<file path="src/rtl/bdm_pkg.sv">
// Shared BDM definitions: responder FSM state encoding and default BDC timing constants,
// also used by sync_controller.
package bdm_pkg;

  localparam logic [2:0] ST_IDLE    = 3'd0;
  localparam logic [2:0] ST_MEAS    = 3'd1;
  localparam logic [2:0] ST_DELAY   = 3'd2;
  localparam logic [2:0] ST_PULSE   = 3'd3;
  localparam logic [2:0] ST_SPEEDUP = 3'd4;
  localparam logic [2:0] ST_RECOVER = 3'd5;

  localparam int CLKS_PER_BDC_DEF = 16;
  localparam int SYNC_REQ_BDC_DEF = 128;
  localparam int DELAY_BDC_DEF    = 16;
  localparam int PULSE_BDC_DEF    = 128;
  localparam int CNT_W_DEF        = 16;

  // Speed-up pulse is a quarter BDC period, never shorter than one clk.
  function automatic int speedup_clks(input int clks_per_bdc);
    return (clks_per_bdc / 4 < 1) ? 1 : clks_per_bdc / 4;
  endfunction

endpackage

</file>
<file path="src/rtl/bdm_bkgd_sync.sv">
// Two-flop synchronizer for the raw BKGD pad level; resets to 1 to match the idle-high bus.
module bdm_bkgd_sync (
  input  logic clk,
  input  logic rst,
  input  logic d,
  output logic q
);

  logic meta;

  always_ff @(posedge clk or negedge rst) begin
    if (!rst) begin
      meta <= 1'b1;
      q    <= 1'b1;
    end else begin
      meta <= d;
      q    <= meta;
    end
  end

endmodule

</file>
<file path="src/rtl/bdm_sync_responder.sv">
// Target-side BDM SYNC responder: qualifies a long host low on BKGD and answers with a timed low pulse.
// Optional active-high speed-up pulse after the response is enabled by BDM_SYNC_SPEEDUP_EN.
//
// state   | meaning
// IDLE    | bus idle, waiting for a host low
// MEAS    | measuring host low time
// DELAY   | qualified request, waiting before the response
// PULSE   | driving the response low pulse
// SPEEDUP | actively driving BKGD high after the pulse
// RECOVER | flushing own pulse out of the synchronizer
module bdm_sync_responder
  import bdm_pkg::*;
#(
  parameter int CLKS_PER_BDC = CLKS_PER_BDC_DEF,
  parameter int SYNC_REQ_BDC = SYNC_REQ_BDC_DEF,
  parameter int DELAY_BDC    = DELAY_BDC_DEF,
  parameter int PULSE_BDC    = PULSE_BDC_DEF,
  parameter int CNT_W        = CNT_W_DEF
) (
  input  logic             clk,
  input  logic             rst,
  input  logic             enable,
  input  logic             bkgd_in,
  output logic             bkgd,
  output logic             bkgd_drive_high,
  output logic             is_sending,
  output logic             sync_detected,
  output logic [CNT_W-1:0] low_len
);

  localparam logic [CNT_W-1:0] REQ     = CNT_W'(SYNC_REQ_BDC * CLKS_PER_BDC);
  localparam logic [CNT_W-1:0] DLY_TC  = CNT_W'(DELAY_BDC * CLKS_PER_BDC - 1);
  localparam logic [CNT_W-1:0] PLS_TC  = CNT_W'(PULSE_BDC * CLKS_PER_BDC - 1);
  localparam logic [CNT_W-1:0] CNT_MAX = '1;
  localparam logic [CNT_W-1:0] CNT_ONE = CNT_W'(1);
`ifdef BDM_SYNC_SPEEDUP_EN
  localparam logic [CNT_W-1:0] SPD_TC  = CNT_W'(speedup_clks(CLKS_PER_BDC) - 1);
`endif

  logic             bkgd_s;
  logic [2:0]       state;
  logic [CNT_W-1:0] cnt;

  bdm_bkgd_sync u_bkgd_sync (
    .clk (clk),
    .rst (rst),
    .d   (bkgd_in),
    .q   (bkgd_s)
  );

  // cnt counts up while measuring; DELAY/PULSE/SPEEDUP/RECOVER load it and count down to zero.
  always_ff @(posedge clk or negedge rst) begin
    if (!rst) begin
      state           <= ST_IDLE;
      cnt             <= '0;
      bkgd            <= 1'b0;
      bkgd_drive_high <= 1'b0;
      is_sending      <= 1'b0;
      sync_detected   <= 1'b0;
      low_len         <= '0;
    end else begin
      sync_detected <= 1'b0;
      if (!enable) begin
        state           <= ST_IDLE;
        cnt             <= '0;
        bkgd            <= 1'b0;
        bkgd_drive_high <= 1'b0;
        is_sending      <= 1'b0;
      end else begin
        case (state)
          ST_IDLE: begin
            if (!bkgd_s) begin
              state <= ST_MEAS;
              cnt   <= CNT_ONE;
            end
          end
          ST_MEAS: begin
            if (bkgd_s) begin
              if (cnt >= REQ) begin
                low_len       <= cnt;
                sync_detected <= 1'b1;
                state         <= ST_DELAY;
                cnt           <= DLY_TC;
              end else begin
                state <= ST_IDLE;
              end
            end else if (cnt != CNT_MAX) begin
              cnt <= cnt + CNT_ONE;
            end
          end
          ST_DELAY: begin
            // A new host low here means the host gave up and restarted its request.
            if (!bkgd_s) begin
              state <= ST_MEAS;
              cnt   <= CNT_ONE;
            end else if (cnt == '0) begin
              state      <= ST_PULSE;
              bkgd       <= 1'b1;
              is_sending <= 1'b1;
              cnt        <= PLS_TC;
            end else begin
              cnt <= cnt - CNT_ONE;
            end
          end
          ST_PULSE: begin
            if (cnt == '0) begin
              bkgd <= 1'b0;
`ifdef BDM_SYNC_SPEEDUP_EN
              state           <= ST_SPEEDUP;
              bkgd_drive_high <= 1'b1;
              cnt             <= SPD_TC;
`else
              state      <= ST_RECOVER;
              is_sending <= 1'b0;
              cnt        <= CNT_ONE;
`endif
            end else begin
              cnt <= cnt - CNT_ONE;
            end
          end
          ST_SPEEDUP: begin
`ifdef BDM_SYNC_SPEEDUP_EN
            if (cnt == '0) begin
              state           <= ST_RECOVER;
              bkgd_drive_high <= 1'b0;
              is_sending      <= 1'b0;
              cnt             <= CNT_ONE;
            end else begin
              cnt <= cnt - CNT_ONE;
            end
`else
            state <= ST_RECOVER;
            cnt   <= CNT_ONE;
`endif
          end
          ST_RECOVER: begin
            if (cnt != '0) begin
              cnt <= cnt - CNT_ONE;
            end else if (bkgd_s) begin
              state <= ST_IDLE;
            end
          end
          default: begin
            state <= ST_IDLE;
            cnt   <= '0;
          end
        endcase
      end
    end
  end

endmodule
</file>
<file path="config.mk">
export PLATFORM = sky130hd
export DESIGN_NAME = bdm_sync_responder
export DESIGN_NICKNAME = d
export VERILOG_FILES = /design/src/rtl/bdm_pkg.sv /design/src/rtl/bdm_bkgd_sync.sv /design/src/rtl/bdm_sync_responder.sv
export SDC_FILE = /design/constraint.sdc
export NUM_CORES = 1
export LEC_CHECK = 0
export CAP_MARGIN = 20
export CORE_UTILIZATION = 30
export CTS_BUF_LIST = sky130_fd_sc_hd__clkbuf_16
export CTS_CLUSTER_DIAMETER = 150
export DETAILED_ROUTE_END_ITERATION = 10
export MAX_ROUTING_LAYER = met4
export PLACE_DENSITY_LB_ADDON = 0.12
export SYNTH_ARGS = -nofsm -noshare
export SYNTH_HDL_FRONTEND = slang
export SYNTH_HIERARCHICAL = 1
export SYNTH_SLANG_ARGS = --single-unit
</file>
<file path="constraint.sdc">
create_clock -name clk -period 3.5 [get_ports clk]
set_input_delay 0.7 -clock clk [delete_from_list [all_inputs] [get_ports clk]]
set_output_delay 0.7 -clock clk [all_outputs]
set_load 0.02 [all_outputs]
</file>
== Yosys cells after proc, flatten, opt, wreduce, memory -nomap -nowiden ==
Index checks and enable logic that the tools add are counted.

* Flip-flop bits (word level): 39
* Bits of input ports: 4
* Output and inout bits: 20
* Logic and storage cells: 64

* $add $sub $neg: 2
* $lt $le $gt $ge: 1
* Eq/ne operators: 18
* Muxes and demuxes: 29
* Reductions and logical operators: 7

{| class="wikitable"
|+ Operators with widths
! cell !! number
|-
| 2-to-1 mux 16 bit || 9
|-
| case mux 16 bit (6 select lines) || 1
|-
| 2-to-1 mux 3 bit || 8
|-
| case mux 3 bit (6 select lines) || 1
|-
| adder 16 x 1 -> 16 bit (second input constant) || 1
|-
| greater-or-equal comparator 16 x 12 -> 1 bit (second input constant) || 1
|-
| logical NOT 16 bit || 1
|-
| inequality test 16 bit (second input constant) || 1
|-
| nonzero test 16 bit || 1
|-
| subtractor 16 x 1 -> 16 bit (second input constant) || 1
|-
| inequality test 3 bit (second input constant) || 5
|-
| AND reduction 4 bit || 3
|-
| inequality test 3 x 2 -> 1 bit (second input constant) || 3
|-
| 2-to-1 mux 1 bit || 8
|-
| inequality test 4 bit (second input constant) || 2
|-
| == test 3 x 2 -> 1 bit (second input constant) || 2
|-
| == test 3 bit (second input constant) || 2
|-
| AND reduction 6 bit || 1
|-
| inequality test 4 x 3 -> 1 bit (second input constant) || 1
|-
| == test 3 x 1 -> 1 bit (second input constant) || 1
|-
| logical NOT 3 bit || 1
|-
| inequality test 3 x 1 -> 1 bit (second input constant) || 1
|-
| 2-to-1 mux 2 bit || 1
|-
| case mux 1 bit (2 select lines) || 1
|}

== Logic depth before layout (Yosys ltp) ==
Gate-level depths: netlist of the first run.

* Depth in word-level cells: 5
* Gate-level depth with buffers: 10
* Mapped depth without buffers: 8

== By module ==
Netlist of the first run, hierarchy kept.

{| class="wikitable"
|+ By module, submodules not included
! module !! instances !! cells each !! area each (um^2)
|-
| bdm_sync_responder || 1 || 287 || 2582.5
|-
| bdm_bkgd_sync || 1 || 2 || 52.6
|}

== Worst setup path before layout of the first run ==
Ideal clock, no wire load.

* Path kind: input-to-reg
* Start point: in enable
* End point: reg low_len[2]
* Library setup time: 0.128 ns
* Data arrival time: 2.152 ns
* Required time: 3.372 ns
* Path slack: 1.220 ns
* Stages on the path: 5
* Buffers on the path: 2
* Cell sequence: clkbuf_1 > nand2_1 > a2111oi_4 > buf_2 > mux2_1

* Cells in the longest elaborated chain, start to end: 1

{| class="wikitable"
|+ Ends and longest elaborated chain
! item !! RTL line !! RTL
|-
| start, declared || bdm_sync_responder.sv:22 || <nowiki>input logic enable,</nowiki>
|-
| AND reduction 4 bit (no line) || n/a ||
|-
| end signal, assigned || bdm_sync_responder.sv:80 || <nowiki>low_len <= cnt;</nowiki>
|-
| end, declared || bdm_sync_responder.sv:28 || <nowiki>output logic [CNT_W-1:0] low_len</nowiki>
|}

Every way passes these cells.
A chain may end at the register's enable or synchronous reset.

== Final worst setup path of the first run ==
* Start point: reg cnt[0]
* End point: reg cnt[7]

* Cells in the longest elaborated chain, start to end: 5

{| class="wikitable"
|+ Ends and longest elaborated chain
! item !! RTL line !! RTL
|-
| start, declared || bdm_sync_responder.sv:42 || <nowiki>logic [CNT_W-1:0] cnt;</nowiki>
|-
| start signal, assigned || bdm_sync_responder.sv:88 || <nowiki>cnt <= cnt + CNT_ONE;</nowiki>
|-
| start signal, assigned || bdm_sync_responder.sv:102 || <nowiki>cnt <= cnt - CNT_ONE;</nowiki>
|-
| start signal, assigned || bdm_sync_responder.sv:118 || <nowiki>cnt <= cnt - CNT_ONE;</nowiki>
|-
| subtractor 16 x 1 -> 16 bit (tied with other cells) || bdm_sync_responder.sv:102, bdm_sync_responder.sv:118, bdm_sync_responder.sv:138 ||
|-
| 2-to-1 mux 16 bit (on tied branches) || bdm_sync_responder.sv:96, bdm_sync_responder.sv:87 ||
|-
| 2-to-1 mux 16 bit (on tied branches) || bdm_sync_responder.sv:93, bdm_sync_responder.sv:78 ||
|-
| case mux 16 bit (6 select lines) || bdm_sync_responder.sv:70 || <nowiki>case (state)</nowiki>
|-
| 2-to-1 mux 16 bit || bdm_sync_responder.sv:63 || <nowiki>if (!enable) begin</nowiki>
|}

Several ways; a longest one is shown, not always the timed one. The select of a mux whose other input is x is not followed.

==> results of run 1 <==
==> metal layers <==
layer | share of wire [%] | track usage, % | wire (um) | vias up
met4 | 0.90 | 5.100 | 61 | 0
met5 | 0 | - | 0 | -
li1 | - | - | - | 1086
met2 | 45 | 25.24 | 3061 | 64
met3 | 5.0 | 3.476 | 341 | 6
met1 | 49 | 23.54 | 3326 | 1100
==> through the flow <==
stage               hold WS (ps)  setup WS, ps
detailed placement         347.6         737.9
floorplan                  345.2          1220
global route               361.7         518.9
global placement           345.6         759.2
finish                     355.3         706.0
CTS                        356.4         712.2
==> cell type report <==
type | instances | area [um^2] | area share [%]
flip-flops and latches | 39 | 978.4 | 32.30
repair buffers | 27 | 252.7 | 8.344
clock inverters | 3 | 11.26 | 0.3717
multi-input cells | 215 | 1489 | 49.15
clock buffers | 5 | 125.1 | 4.131
inverters | 11 | 41.29 | 1.363
well taps | 105 | 131.4 | 4.337
==> Yosys cell counts, types with 7 or more instances <==
| master | instances |
|---|---|
| dfrtp_1 | 37 |
| o21ai_0 | 28 |
| nand2_1 | 22 |
| nor2_1 | 20 |
| nor3_1 | 12 |
| inv_1 | 11 |
| a22o_1 | 10 |
| buf_2 | 10 |
| mux2_1 | 10 |
| nand3_1 | 10 |
| clkbuf_1 | 8 |
| a21oi_1 | 7 |
| nand4_1 | 7 |
==> worst max path at each step <==
stage,slack (ps),end,depth (start not counted),start
5_1_grt,520,cnt[7]$_DFFE_PN0P_,8,cnt[0]$_DFFE_PN0P_
3_5_place_dp,740,cnt[7]$_DFFE_PN0P_,8,cnt[0]$_DFFE_PN0P_
3_3_place_gp,760,cnt[14]$_DFFE_PN0P_,6,enable
4_1_cts,710,cnt[7]$_DFFE_PN0P_,8,cnt[0]$_DFFE_PN0P_
2_1_floorplan,1220,low_len[2]$_DFFE_PN0P_,5,enable
6_report,710,cnt[7]$_DFFE_PN0P_,8,cnt[0]$_DFFE_PN0P_
==> worst max-delay path: stages (launching register included) <==
cell and delay [ps]:
dfrtp_1 470, inv_1 150, ha_1 190, nor4b_1 300
and4_1 440, o22ai_2 240, o21ai_2 440, o21ai_0 180
a22o_1 250
==> registers in the layout, indices dropped and copies added (netlist names) <==
register          cells
cnt                  16
is_sending            1
low_len              16
state                 3
sync_detected         1
u_bkgd_sync/meta      1
u_bkgd_sync/q         1
==> power groups by stage <==
stage                     sequential (mW)  clock [mW]  combinational, mW
after floorplan                     0.498           0              0.261
after global placement              0.533           0              0.308
after detailed placement            0.532           0              0.305
after CTS                           0.524       0.455              0.306
after global routing                0.531       0.468              0.343
final                               0.525       0.435              0.304
==> cells by family (layout without fill, tap and decap cells) <==
kind of cell | count (synthesis) | count (layout) | synth area share (%)
and+or+nand+nor | 106 | 106 | 23.03
other | 1 | 1 | 0.1423
muxes | 17 | 17 | 7.217
adders and majority gates | 3 | 3 | 1.425
DFF | 39 | 39 | 37.13
xor gates and xnor gates | 8 | 8 | 2.659
buffers and inverters | 35 | 46 | 6.362
AOI/OAI and AO/OA | 80 | 80 | 22.03
==> cells in the final DEF (no fill, tap or decap), types with 4 or more instances in the layout <==
master / Yosys / final
buf_4: 2 / 5
a22o_1: 10 / 10
nand2_1: 22 / 22
nand3_1: 10 / 10
clkbuf_16: 0 / 5
xnor2_1: 6 / 6
mux2_2: 6 / 6
clkdlybuf4s50_1: 0 / 21
inv_1: 11 / 12
dfrtp_1: 37 / 37
nor2_1: 20 / 20
o21ai_0: 28 / 28
nand4_1: 7 / 7
mux2_1: 10 / 10
nor2b_1: 4 / 4
nor3_1: 12 / 12
a21oi_1: 7 / 7
==> key figures, run 1 <==
Setup path
  • CP Class: reg -> reg
  • Worst reg2reg setup slack: 710 ps
  • Worst endpoint data arrival time: 2970 ps
  • Worst-path fanout max: 9
  • Critical path launch point type: register
  • Capturing element type of the critical path: register
  • R2R Path End: cnt[7]$_DFFE_PN0P_
  • Req. time, crit path: 3670 ps
  • R2r startpoint: cnt[0]$_DFFE_PN0P_
  • Depth of the most critical reg-to-reg path: 8

Route
  • Drt wl/cell: 16.76 um
  • DR vias: 2,256
  • Via density per instance: 5.570
  • DR pass1 iterations: 4
  • Final WL: 6789 um
  • # DRC: 0
  • Starting DRT DRC Count: 90
  • Final ANT Viol Nets: 0

Placement
  • Area after DPL: 0.002893 mm^2
  • Placed Cells: 397
  • GP Congestion: 0.8178
  • Port-buffer cells: 22
  • Post-DP HPWL: 4723 um

Pwr
  • P_int: 840.0 uW
  • NetSw: 423.6 uW
  • Combinational power share: 24.1%
  • Maximum vdd drop: 0.1766 mV
  • Pwr dens: 417.1 mW/mm^2
  • Leak: 1.273 nW
  • Clk network pwr share: 34.4%
  • Seq pwr share: 41.5%
  • Power, Total: 1.264 mW
  • Sw Ratio: 33.52%

CTS
  • Number of CTS-inserted buffers: 5
  • Largest buffer count on any clock path: 2
  • Clk root buf: clkbuf_16
  • Post-CTS Setup Inserts: 0
  • # resized after CTS: 0
  • Clock sink count: 39
  • Clock transition at the registers of the reported paths: 60 ps
  • Post-cts hold buffer count: 0
  • Worst skew pair latency: 280 ps
  • CTS tree: yes
  • H-tree depth: 2

Die
  • Die area: 0.009162 mm^2
  • Core Area: 0.008341 mm^2
  • Io pins: 24
  • Standard-cell rows: 33
  • Initial Utilization: 31.59%
  • Die Width: 95.72 um
  • Die H: 95.72 um

Worst hold path
  • Hold Path Stages: 0
  • Hold path startpoint: u_bkgd_sync/meta$_DFF_PN1_
  • Min-Delay Endpoint: u_bkgd_sync/q$_DFF_PN1_
  • HP Class: reg -> reg

Synthesis
  • Main synth FF type: dfrtp_1
  • Syn Area/Cell: 9.118 um^2
  • Largest cells by area after synthesis: dfrtp_1, o21ai_0, mux2_1, a22o_1, nand2_1
  • Number of synthesized flops with an enable pin: 0
  • FF+latch count, synth: 39
  • Synth area leader: dfrtp_1
  • Cell area after synthesis: 0.002635 mm^2
  • Syn nets: 296
  • Asr flop ratio synth: 100.0%
  • Synth warn: 6
  • Share of the synthesized area in the top cell type: 35.14%
  • Distinct cells, synth: 69
  • Mapped Cells: 289
  • Part of the Yosys area used for sequential elements: 37.13%

Global routing
  • Grt ovf: 0
  • Vias in the first global route: 2,176
  • Antenna violations before repair: 0
  • Largest net degree at the start of global routing: 40
  • GRT Util Overall: 17.09%
  • First-pass GRT wire length: 11,490 um

STA
  • TNS Setup: 0 ps
  • Worst slew margin: 36.77%
  • Max frequency: 0.3579 GHz
  • Final period util: 79.83%
  • Final Setup Violations: 0
  • Clock Skews: 2.744 ps
  • Worst-margin pin slew: 941.2 ps
  • RSZ-0062 raised after global routing: no
  • Fin. Hold Viols: 0
  • Final Slew Violations: 0
  • Post-route minimum period: 2794 ps

Finish
  • Nets@finish: 306
  • # diodes: 0
  • Non-Filler Instances: 405
  • Area delta synth->final: 14.96%
  • Share of layout cells above drive strength 1: 12.00%
  • Final Core Density: 36.32%
  • Design Area, Final: 0.003029 mm^2
  • FILL cells: 875

Status
  • Status: complete, no violations

Job
  • Max Cap Viol: 0
(Power assumes the default switching activity.)
==> run 2: changes to the inputs <==
==> constraint.sdc (replaced) <==
create_clock -name clk -period 2.73 [get_ports clk]
set_input_delay 0.546 -clock clk [delete_from_list [all_inputs] [get_ports clk]]
set_output_delay 0.546 -clock clk [all_outputs]
set_load 0.02 [all_outputs]
==> run 2 against run 1 <==
  * Critical endpoint is now cnt[14]$_DFFE_PN0P_
  * Clock power rose by 56%
  * Total power rose by 41%
  * Register-to-register slack got worse by 490 ps
  * Sequential share of layout area fell by 1.9 points
  * Global-route usage rose by 0.77 points
  * Flip-flop and latch count did not move
==> key figures, run 2 (synthesis gave the netlist of run 1 again) <==
STA
  • RSZ-0062 raised after global routing: no
  • Worst-margin pin slew: 927.7 ps
  • Max frequency: 0.3984 GHz
  • Final period util: 91.94%
  • Final Setup Violations: 0
  • Worst slew margin: 38.15%
  • TNS Setup: 0 ps
  • Hold slack: 358.9 ps
  • Fin. Hold Viols: 0
  • Clock Skews: 7.943 ps
  • Post-route minimum period: 2510 ps
  • Final Slew Violations: 0

Route
  • Starting DRT DRC Count: 127
  • Final WL: 7186 um
  • DR vias: 2,359
  • DR pass1 iterations: 4
  • Drt wl/cell: 16.87 um
  • Final ANT Viol Nets: 0
  • Via density per instance: 5.538
  • # DRC: 0

Setup path
  • Worst endpoint data arrival time: 2730 ps
  • R2R Path End: cnt[14]$_DFFE_PN0P_
  • Critical path launch point type: register
  • Capturing element type of the critical path: register
  • Req. time, crit path: 2950 ps
  • CP Class: reg -> reg
  • Cells along the critical path: inv_1, ha_1, nor4b_1, and4_1, and3_1, nor3_2, and2_1, a32o_1
  • Worst-path fanout max: 10
  • Depth of the most critical reg-to-reg path: 8
  • Worst reg2reg setup slack: 220 ps
  • R2r startpoint: cnt[1]$_DFFE_PN0P_
  • Largest stage delay, worst path: 510 ps
  • Worst path slowest cell: and2_1

CTS
  • CTS tree: yes
  • Clock transition at the registers of the reported paths: 60 ps
  • Post-CTS Setup Inserts: 0
  • # resized after CTS: 0
  • Clock sink count: 39
  • H-tree depth: 2
  • Clk root buf: clkbuf_16
  • Number of CTS-inserted buffers: 5
  • Worst skew pair latency: 290 ps
  • Largest buffer count on any clock path: 2
  • Post-cts hold buffer count: 0

Finish
  • Share of layout cells above drive strength 1: 18.69%
  • Most frequent cells in the layout: dfrtp_1, o21ai_0, buf_4, nand2_1, clkdlybuf4s50_1
  • FILL cells: 865
  • Final Core Density: 38.60%
  • Multi-input logic area: 0.001489 mm^2
  • Design Area, Final: 0.003219 mm^2
  • Top Registers: cnt x16, low_len x16, state x3
  • # diodes: 0
  • Most common cell after layout, fill and taps aside: dfrtp_1
  • FF+latch area: 978.4 um^2
  • Area delta synth->final: 22.17%
  • Nets@finish: 327

Global routing
  • Grt ovf: 0
  • Vias in the first global route: 2,332
  • First-pass GRT wire length: 11,990 um
  • Antenna violations before repair: 0
  • Largest net degree at the start of global routing: 40
  • GRT Util Overall: 17.86%

Pwr
  • Clk network pwr share: 38.0%
  • Seq pwr share: 36.5%
  • Leak: 1.395 nW
  • NetSw: 576.5 uW
  • Combinational power share: 25.5%
  • Pwr dens: 555.3 mW/mm^2
  • Maximum vdd drop: 0.2178 mV
  • Power, Total: 1.788 mW
  • P_int: 1.211 mW
  • Sw Ratio: 32.25%

Die
  • Initial Utilization: 31.59%
  • Io pins: 24
  • Standard-cell rows: 33
  • Core Area: 0.008341 mm^2
  • Die Width: 95.72 um
  • Die area: 0.009162 mm^2
  • Die H: 95.72 um

Placement
  • Post-DP HPWL: 5158 um
  • GP Congestion: 0.8615
  • Area after DPL: 0.003050 mm^2
  • Port-buffer cells: 22

Worst hold path
  • Hold path startpoint: u_bkgd_sync/meta$_DFF_PN1_
  • Hold Path Stages: 0
  • HP Class: reg -> reg
  • Min-Delay Endpoint: u_bkgd_sync/q$_DFF_PN1_

Job
  • Max Cap Viol: 0

Status
  • Status: complete, no violations
run 2: cell types whose count changed in the layout (fill, tap and decap cells not counted), sizes merged:
cell    change
inv         -1
bufinv      +1
buf        +21
run 2: critical path: cells and delay by family, from the launching register on:
family                   cells  cell delay [ps]
AO/OA/AOI/OAI                1              250
buffers and inverters        1              100
AND/OR/NAND/NOR              5             1450
adder cells (fa/ha/maj)      1              200
flip-flops                   1              430
run 2: per-layer routing:
metal	vias up	share of wire (%)	GRT usage (%)
met2	72	45	27.32
met1	1141	49	24.25
met5	-	0	-
li1	1137	-	-
met3	9	4.2	2.607
met4	0	1.5	5.846
run 2: power groups by stage:
stage	combinational (mW)	sequential, mW	clock, mW
floorplan	0.335	0.638	0
global placement	0.458	0.662	0
detailed placement	0.450	0.662	0
CTS	0.454	0.651	0.699
global route	0.502	0.658	0.722
finish	0.456	0.652	0.680
run 2: cell type report:
cell class	instances	share of cell area, %
tap	105	4.081
clock inverter	3	1.360
multi-input combinational	215	46.25
timing repair buffer	48	12.75
clock buffer	5	3.887
sequential	39	30.39
inverter	11	1.283
run 2: how the worst max path moves through the flow:
stage                          endpoint  slack [ps]                from  depth (start not counted)
finish              cnt[14]$_DFFE_PN0P_         220  cnt[1]$_DFFE_PN0P_                          8
global route        cnt[14]$_DFFE_PN0P_          50  cnt[1]$_DFFE_PN0P_                          8
CTS                 cnt[14]$_DFFE_PN0P_         250  cnt[1]$_DFFE_PN0P_                          8
detailed placement  cnt[14]$_DFFE_PN0P_         160              enable                          6
global placement    cnt[14]$_DFFE_PN0P_         220              enable                          6
floorplan            cnt[8]$_DFFE_PN0P_         470  cnt[0]$_DFFE_PN0P_                         10
run 2: through the flow:
stage | instances | setup slack [ps]
after floorplan | 289 | 471.9
after global placement | 418 | 217.9
after detailed placement | 418 | 161.8
after CTS | 426 | 249.0
after global routing | 426 | 48.60
final | 426 | 220.0
==> run 3: changes to the inputs <==
--- a/config.mk
+++ b/config.mk
@@ -6,6 +6,7 @@
 export NUM_CORES = 1
 export LEC_CHECK = 0
 export CAP_MARGIN = 20
+export CORE_ASPECT_RATIO = 1.5
 export CORE_UTILIZATION = 30
 export CTS_BUF_LIST = sky130_fd_sc_hd__clkbuf_16
 export CTS_CLUSTER_DIAMETER = 150
==> run 3 against run 2 <==
  * Via count hardly changed
  * Final area barely moved
  * Setup slack gained 120 ps
  * Final cell count grew 1.2%
  * Sequential share of layout area about the same
  * Flip-flop and latch count unchanged
  * Highest routed layer unchanged
  * Count of clock-buffer cells in the layout unchanged
==> key figures, run 3 (synthesis gave the netlist of run 1 again) <==
Status
  • Status: complete, no violations

Finish
  • Area delta synth->final: 22.08%
  • Nets@finish: 331
  • FILL cells: 850
  • Most frequent cells in the layout: dfrtp_1, buf_4, o21ai_0, nand2_1, clkdlybuf4s50_1
  • Most common cell after layout, fill and taps aside: dfrtp_1
  • Multi-input logic area: 0.001489 mm^2
  • Design Area, Final: 0.003217 mm^2
  • FF+latch area: 978.4 um^2
  • Top Registers: cnt x16, low_len x16, state x3
  • Share of layout cells above drive strength 1: 19.14%
  • # diodes: 0

STA
  • Max frequency: 0.4179 GHz
  • Worst-margin pin slew: 902.6 ps
  • Post-route minimum period: 2393 ps
  • Worst slew margin: 39.83%
  • Fin. Hold Viols: 0
  • Final Slew Violations: 0
  • Worst setup margin: 337.0 ps
  • RSZ-0062 raised after global routing: no
  • Clock Skews: 3.689 ps
  • Final Setup Violations: 0
  • TNS Setup: 0 ps
  • Final period util: 87.66%

Die
  • Die Width: 78.52 um
  • Die H: 116.8 um
  • Die area: 0.009170 mm^2
  • Initial Utilization: 31.13%
  • Core Area: 0.008464 mm^2
  • Io pins: 24
  • Standard-cell rows: 41

Setup path
  • Worst-path fanout max: 9
  • Critical path launch point type: register
  • CP Class: reg -> reg
  • Req. time, crit path: 2900 ps
  • R2r startpoint: cnt[1]$_DFFE_PN0P_
  • Worst endpoint data arrival time: 2570 ps
  • Worst setup startpoint: cnt[1]$_DFFE_PN0P_
  • Capturing element type of the critical path: register

Route
  • DR pass1 iterations: 4
  • Via density per instance: 5.469
  • Final WL: 7608 um
  • # DRC: 0
  • Final ANT Viol Nets: 0
  • Drt wl/cell: 17.65 um
  • Starting DRT DRC Count: 173
  • DR vias: 2,357

Pwr
  • Clk network pwr share: 33.3%
  • Leak: 1.400 nW
  • Maximum vdd drop: 0.2793 mV
  • P_int: 1.116 mW
  • Pwr dens: 522.4 mW/mm^2
  • Power, Total: 1.680 mW
  • Seq pwr share: 37.8%
  • NetSw: 564.7 uW
  • Combinational power share: 28.9%
  • Sw Ratio: 33.61%

Worst hold path
  • HP Class: reg -> reg
  • Hold path startpoint: u_bkgd_sync/meta$_DFF_PN1_

CTS
  • Number of CTS-inserted buffers: 5
  • CTS tree: yes
  • Post-CTS Setup Inserts: 0
  • Clock sink count: 39
  • Worst skew pair latency: 290 ps
  • Largest buffer count on any clock path: 2
  • Clock transition at the registers of the reported paths: 60 ps
  • Post-cts hold buffer count: 0
  • Clk root buf: clkbuf_16
  • # resized after CTS: 0
  • H-tree depth: 2

Placement
  • Post-DP HPWL: 5678 um
  • GP Congestion: 0.8816
  • Port-buffer cells: 22
  • Area after DPL: 0.003083 mm^2
  • Pre-CTS WS: 315.6 ps

Global routing
  • Grt ovf: 0
  • First-pass GRT wire length: 12,550 um
  • Largest net degree at the start of global routing: 40
  • Antenna violations before repair: 0
  • GRT Util Overall: 18.46%
  • Vias in the first global route: 2,357

Job
  • Max Cap Viol: 0
==> run 3: final cells by class <==
type	instances	area share (%)
clock buffers	5	3.890
clock inverters	2	0.2723
inverters	11	1.284
multi-input cells	215	46.29
flip-flops and latches	39	30.42
well taps	107	4.162
repair buffers	52	13.69
==> run 3: power groups by stage <==
stage               clock network [mW]  logic (mW)  registers (mW)
finish                           0.560       0.486           0.634
global route                     0.595       0.536           0.639
CTS                              0.583       0.485           0.635
detailed placement                   0       0.481           0.645
global placement                     0       0.487           0.644
floorplan                            0       0.335           0.638
==> run 3: worst paths after layout <==
kind                       slack (ps)                      end  cells after the start
max reg2reg                       340       cnt[7]$_DFFE_PN0P_                      8
max in group asynchronous        1770       cnt[2]$_DFFE_PN0P_                      1
max                               340       cnt[7]$_DFFE_PN0P_                      8
min in group asynchronous         380     state[1]$_DFFE_PN0P_                      1
min                               360  u_bkgd_sync/q$_DFF_PN1_                      0
min reg2reg                       360  u_bkgd_sync/q$_DFF_PN1_                      0
==> run 3: critical path, cell delays in order (launching register included) <==
cell and delay, ps:
dfrtp_1 420, inv_1 120, ha_1 170, nor4b_1 310, and4_1 360, o22ai_2 140
o21ai_2 380, o21ai_0 140, a22o_1 240
==> run 3: per-layer routing <==
layer / wire, um / track usage (%) / vias up / part of all wire [%]
li1: - / - / 1142 / -
met1: 3164 / 21.13 / 1137 / 42
met2: 3939 / 31.01 / 58 / 52
met3: 223 / 2.713 / 20 / 2.9
met4: 281 / 10.00 / 0 / 3.7
met5: 0 / - / - / 0
==> run 3: per-stage QoR <==
step / hold slack [ps] / utilization [%] / cells
after global placement: 346.6 / 36.42 / 424
after CTS: 364.0 / 38.00 / 431
after floorplan: 250.4 / - / 289
final: 360.1 / 38.00 / 431
after global routing: 364.2 / 38.00 / 431
after detailed placement: 355.1 / 36.42 / 424
